$ cat src/rtl/phaser_tap_ctrl.sv
// phaser_tap_ctrl: steps PHASER_IN / PHASER_OUT delay taps one pulse at a time
// for a set of DDR byte lanes, waits for each step to settle, watches the
// phaser overflow flags, and keeps a shadow copy of every tap for readback.
module phaser_tap_ctrl #(
    parameter int NUM_LANES     = 4,
    parameter int SETTLE_CYCLES = 8,
    parameter int FINE_MAX      = 63,
    parameter int COARSE_MAX    = 7,
    localparam int LW = (NUM_LANES > 1) ? $clog2(NUM_LANES) : 1
) (
    input  logic                 clk,
    input  logic                 rst,
    input  logic                 req_valid,
    output logic                 req_ready,
    input  logic [LW-1:0]        req_lane,
    input  logic [1:0]           req_target,
    input  logic                 req_inc,
    input  logic [5:0]           req_steps,
    output logic                 done,
    output logic [5:0]           done_steps,
    output logic                 done_err,
    output logic [NUM_LANES-1:0] pi_fineenable,
    output logic [NUM_LANES-1:0] pi_fineinc,
    output logic [NUM_LANES-1:0] po_fineenable,
    output logic [NUM_LANES-1:0] po_fineinc,
    output logic [NUM_LANES-1:0] po_coarseenable,
    output logic [NUM_LANES-1:0] po_coarseinc,
    input  logic [NUM_LANES-1:0] pi_fineoverflow,
    input  logic [NUM_LANES-1:0] po_fineoverflow,
    input  logic [NUM_LANES-1:0] po_coarseoverflow,
    input  logic [LW-1:0]        rd_lane,
    output logic [5:0]           rd_pi_fine,
    output logic [5:0]           rd_po_fine,
    output logic [2:0]           rd_po_coarse
);

    localparam int SW = (SETTLE_CYCLES > 1) ? $clog2(SETTLE_CYCLES) : 1;
    localparam logic [SW-1:0] SETTLE_LAST = SW'(SETTLE_CYCLES - 1);
    localparam logic [SW-1:0] SETTLE_ONE  = SW'(1);
    localparam logic [5:0]    FINE_LIM    = 6'(FINE_MAX);
    localparam logic [5:0]    COARSE_LIM  = 6'(COARSE_MAX);

    typedef enum logic [2:0] {IDLE, CHECK, PULSE, SETTLE, FIN} state_t;

    state_t state, state_next;

    // Latched request and progress of the current step sequence
    logic [LW-1:0] lane;
    logic [1:0]    target;
    logic          inc;
    logic [5:0]    steps;
    logic [5:0]    issued;
    logic          err;
    logic [SW-1:0] settle_cnt;

    // Shadow tap counters, one per lane and target
    logic [5:0] pi_fine   [NUM_LANES];
    logic [5:0] po_fine   [NUM_LANES];
    logic [2:0] po_coarse [NUM_LANES];

    logic [5:0]           cur_tap;
    logic [5:0]           cur_lim;
    logic                 sel_ovf;
    logic                 at_limit;
    logic                 err_set;
    logic [NUM_LANES-1:0] lane_onehot;

    assign req_ready    = (state == IDLE);
    assign done         = (state == FIN);
    assign rd_pi_fine   = pi_fine[rd_lane];
    assign rd_po_fine   = po_fine[rd_lane];
    assign rd_po_coarse = po_coarse[rd_lane];

    // Current tap, its legal limit and its overflow flag for the latched lane/target
    always_comb begin
        cur_tap = '0;
        cur_lim = FINE_LIM;
        sel_ovf = 1'b0;
        case (target)
            2'd0: begin
                cur_tap = pi_fine[lane];
                sel_ovf = pi_fineoverflow[lane];
            end
            2'd1: begin
                cur_tap = po_fine[lane];
                sel_ovf = po_fineoverflow[lane];
            end
            2'd2: begin
                cur_tap = {3'b000, po_coarse[lane]};
                cur_lim = COARSE_LIM;
                sel_ovf = po_coarseoverflow[lane];
            end
            default: ;
        endcase
        // A step that would leave the legal range is refused, never wrapped
        at_limit = inc ? (cur_tap >= cur_lim) : (cur_tap == 6'd0);
    end

    // Next-state decision and error detection
    always_comb begin
        state_next = state;
        err_set    = 1'b0;
        case (state)
            IDLE: begin
                if (req_valid) state_next = CHECK;
            end
            CHECK: begin
                if (target == 2'd3) begin
                    err_set    = 1'b1;
                    state_next = FIN;
                end else if (issued == steps) begin
                    state_next = FIN;
                end else if (at_limit) begin
                    err_set    = 1'b1;
                    state_next = FIN;
                end else begin
                    state_next = PULSE;
                end
            end
            PULSE: begin
                state_next = SETTLE;
            end
            SETTLE: begin
                if (sel_ovf) begin
                    err_set    = 1'b1;
                    state_next = FIN;
                end else if (settle_cnt == SETTLE_LAST) begin
                    state_next = CHECK;
                end
            end
            FIN: begin
                state_next = IDLE;
            end
            default: state_next = IDLE;
        endcase
    end

    // Single-cycle enable pulse on the selected lane/target; INC only alongside it
    always_comb begin
        lane_onehot       = '0;
        lane_onehot[lane] = 1'b1;
        pi_fineenable     = '0;
        po_fineenable     = '0;
        po_coarseenable   = '0;
        if (state == PULSE) begin
            case (target)
                2'd0:    pi_fineenable   = lane_onehot;
                2'd1:    po_fineenable   = lane_onehot;
                2'd2:    po_coarseenable = lane_onehot;
                default: ;
            endcase
        end
        pi_fineinc   = inc ? pi_fineenable   : '0;
        po_fineinc   = inc ? po_fineenable   : '0;
        po_coarseinc = inc ? po_coarseenable : '0;
    end

    // State register
    always_ff @(posedge clk) begin
        if (rst) state <= IDLE;
        else     state <= state_next;
    end

    // Request latch, step/settle counters, shadow taps and completion status
    always_ff @(posedge clk) begin
        if (rst) begin
            lane       <= '0;
            target     <= '0;
            inc        <= 1'b0;
            steps      <= '0;
            issued     <= '0;
            err        <= 1'b0;
            settle_cnt <= '0;
            done_steps <= '0;
            done_err   <= 1'b0;
            for (int i = 0; i < NUM_LANES; i++) begin
                pi_fine[i]   <= '0;
                po_fine[i]   <= '0;
                po_coarse[i] <= '0;
            end
        end else begin
            case (state)
                IDLE: begin
                    if (req_valid) begin
                        lane   <= req_lane;
                        target <= req_target;
                        inc    <= req_inc;
                        steps  <= req_steps;
                        issued <= '0;
                        err    <= 1'b0;
                    end
                end
                PULSE: begin
                    issued     <= issued + 6'd1;
                    settle_cnt <= '0;
                    case (target)
                        2'd0: pi_fine[lane]   <= inc ? pi_fine[lane] + 6'd1 : pi_fine[lane] - 6'd1;
                        2'd1: po_fine[lane]   <= inc ? po_fine[lane] + 6'd1 : po_fine[lane] - 6'd1;
                        2'd2: po_coarse[lane] <= inc ? po_coarse[lane] + 3'd1 : po_coarse[lane] - 3'd1;
                        default: ;
                    endcase
                end
                SETTLE: begin
                    settle_cnt <= settle_cnt + SETTLE_ONE;
                end
                default: ;
            endcase
            if (err_set) err <= 1'b1;
            // Status is loaded on entry to FIN so it is already valid while DONE is high
            if ((state != FIN) && (state_next == FIN)) begin
                done_steps <= issued;
                done_err   <= err | err_set;
            end
        end
    end

endmodule

$ cat config.mk
export PLATFORM = sky130hd
export DESIGN_NAME = phaser_tap_ctrl
export DESIGN_NICKNAME = d
export VERILOG_FILES = /design/src/rtl/phaser_tap_ctrl.sv
export SDC_FILE = /design/constraint.sdc
export NUM_CORES = 1
export LEC_CHECK = 0
export ABC_AREA = 1
export CORE_MARGIN = 8
export CORE_UTILIZATION = 55
export CTS_CLUSTER_DIAMETER = 30
export DETAILED_ROUTE_END_ITERATION = 6
export PLACE_DENSITY = 0.77
export REMOVE_ABC_BUFFERS = 1
export SKIP_CTS_REPAIR_TIMING = 1
export SLEW_MARGIN = 5
export SYNTH_ARGS = -nofsm -noshare
export SYNTH_HDL_FRONTEND = slang
export SYNTH_SLANG_ARGS = --single-unit
$ cat constraint.sdc
create_clock -name clk -period 3.25 [get_ports clk]
set_clock_uncertainty 0.2 [all_clocks]
set_input_delay 0.8125 -clock clk [delete_from_list [all_inputs] [get_ports clk]]
set_output_delay 0.8125 -clock clk [all_outputs]
set_load 0.05 [all_outputs]
==> flow_metrics.tcl <==
set metrics [dict create \
    synth.distinct_cells 38 \
    die_h_um 115 \
    switchingPower_uw 1860 \
    swShare_pct 42.8 \
    critPathCaptureType "primary output" \
    path_max_fanout 30 \
    overflow 0 \
    worstPathArrival_ns 2.18 \
    cellPowerDensity_mw_per_mm2 627 \
    antenna_cells 0 \
    crit_path_frequent_cell "buf_12" \
    max_freq_mhz 313 \
    finalSetupTns_ns 0 \
    htreeDepth 3 \
    cts_buffer_depth 2 \
    cts_tree "yes" \
    track_usage_pct 23.9 \
    internal-power_uw 2480 \
    slew_violations 0 \
    critPathLaunchType "primary input" \
    first_global_vias 5290 \
    grt_pass1_wl_mm 24.9 \
    ios 76 \
    cts_buffers 9 \
    synth_edf_count 60 \
    finalNetCount 819 \
    synthFlopType "edfxtp_1" \
    outcome "finished, final reports clean" \
    vdd_drop_max_uv 378 \
    r2r_slack_ns 0.19 \
    layout_common_cells "131 x nor2_1, 126 x nand2_1, 60 x edfxtp_1" \
    setup-violations-final 0 \
    synthTopCellsByArea "edfxtp_1 33%, dfxtp_1 12%, nor2_1 9.3%, nand2_1 8.8%, nand3_1 4.8%" \
    rows 36 \
    grt_max_degree 31 \
    postSynthCellCount 696 \
    rsz0062_at_grt "no" \
    dieArea_mm2 0.0132 \
    max_slew.worst_pin.slew_ns 1.16 \
    ys_ff_latch 93 \
    wl_met1_mm 6.09 \
    syn2layout_area_growth_pct 28.2 \
    r2r_end "pi_fine[2][5]" \
    cp_cell_sequence "clkdlybuf4s50_1, inv_1, buf_12, nor2_1, o22ai_1, buf_12" \
    wirelength_mm 15.5 \
    drt-initial-drc-count 522 \
    async_reset_ff_share_pct 0 \
    nFillCells 757 \
    globalplace.congestion 0.943 \
    port_buffers 75 \
    yosys_warnings 0 \
    worstRegToRegCells 11 \
    final_layout_size_suffix_gt1_share_pct 14.1 \
    wl_per_cell_um 17.0 \
    dr.pass1.iters 5 \
    start_util_pct 56.0 \
    slowest_delay_ns 0.48 \
    min_period_over_period_pct 98.2 \
    synth.largest_area_cell "edfxtp_1" \
    path_clk_slew_ns 0.09 \
    clk_latency_ns 0.37 \
    via_count 5226 \
    startpoint "rd_lane[0]" \
    ant_nets 0 \
    antenna_found_initial 0 \
    drc_errors 0 \
    p_leak_uw 0.00281 \
    worst-path-buf-inv 4 \
    path_delay_family "buffers and inverters" \
    synth_top_cell_area_share_pct 33.4 \
    wl_met3_mm 1.46 \
    clock_sinks 93 \
    crit_end "rd_po_coarse[0]" \
    final_common_cell "nor2_1" \
    critPathKind "in2out" \
    power_frac_clock_pct 18.4 \
    design.core.area_mm2 0.00964 \
    crit_cells 6 \
    wl_met2_mm 7.58 \
    avgSynthCellArea_um2 7.75 \
    viasPerCell 5.73 \
    routed.top_layer "met4" \
    required_ns 2.24 \
    min_period_ns 3.19 \
    hold_viol 0 \
    hp-class "reg2reg" \
    relSlewSlack_pct 22.2 \
    comb_power_share_pct 47.6 \
    seq_power_share_pct 34.0 \
    cap_violations 0 \
    synth_area_mm2 0.00540 \
    cpMaxStageDelayCell "clkdlybuf4s50_1" \
    yosysSeqAreaShare_pct 45.6 \
    post-dp-hpwl_mm 11.4 \
    p_total_uw 4340 \
    chipWidth_um 115 \
    root_buffer "clkbuf_8" \
]
## power by group through the flow
stage | Clock [uW] | Sequential [uW] | Combinational, uW
after global placement | 0 | 1490 | 1950
after detailed placement | 0 | 1490 | 2010
final | 798 | 1480 | 2060
after global routing | 835 | 1490 | 2250
after floorplan | 0 | 1590 | 1220
after CTS | 797 | 1470 | 2030
## flip-flops by register name, summed over array words and instances (netlist names), named ones only
| register | count |
|---|---|
| steps | 6 |
| lane | 2 |
| done_steps | 6 |
| state | 3 |
| inc | 1 |
| po_coarse | 12 |
| err | 1 |
| settle_cnt | 3 |
| po_fine | 24 |
| target | 2 |
| done_err | 1 |
| pi_fine | 24 |
| issued | 6 |
## synth_stat cells (all sizes together), types with 6 or more instances
master  count
and2       12
o22ai      15
clkbuf     20
nand2     131
nand3      52
o21ai      55
dfxtp      33
edfxtp     60
ha         14
inv        63
buf        11
a21oi      25
a22oi       6
nand4       6
nor3       24
xor2        7
nor2      144
## per-layer routing
layer  vias up  GRT usage, %
li1       2464             -
met4         0          9.98
met5         -             0
met1      2441          27.6
met3        40          6.83
met2       281          40.8
## cell families (layout without fill, tap and decap cells)
kind of cell               Yosys count  after routing  synth area share, %
DFF                                 93             93                 45.6
and+or+nand+nor                    372            372                 29.6
buffers and inverters               96            179                 7.49
adders and majority gates           17             17                 4.36
AOI/OAI and AO/OA                  108            108                 11.2
xor gates and xnor gates            10             10                 1.76
## worst min-delay path by stage
| stage | start | end | slack, ns | cells past startpoint |
|---|---|---|---|---|
| floorplan | settle_cnt[1] | settle_cnt[1] | 0.24 | 2 |
| global placement | steps[3] | steps[3] | 0.25 | 2 |
| detailed placement | steps[2] | steps[2] | 0.27 | 2 |
| CTS | steps[2] | steps[2] | 0.28 | 2 |
| global route | steps[0] | steps[0] | 0.30 | 2 |
| finish | steps[2] | steps[2] | 0.28 | 2 |
## worst min-delay path, cell delays in order, from the launching register on
cell     delay (ns)
dfxtp_1        0.32
inv_1          0.07
a21oi_1        0.06
## through the flow
stage               util [%]  hold WS [ns]  instance area [um^2]  worst slack, ns  std cells
floorplan                  -         0.243                  5240           -0.470        665
finish                  71.8         0.284                  6920           0.0601        912
detailed placement      69.4         0.266                  6690           0.0973        896
CTS                     71.6         0.280                  6900          -0.0338        912
global route            71.8         0.303                  6920          0.00934        912
global placement        69.4         0.254                  6690            0.147        896
## layout make-up
class                   instances  area, um^2  area share, %
multi-input cells             507        2550           36.9
flip-flops and latches         93        2460           35.6
repair buffers                 98        1290           18.6
inverters                      65         246           3.56
clock buffers                  14         194           2.80
well taps                     133         166           2.41
clock inverters                 2        11.3          0.163
Power figures use the tool's default switching activity.
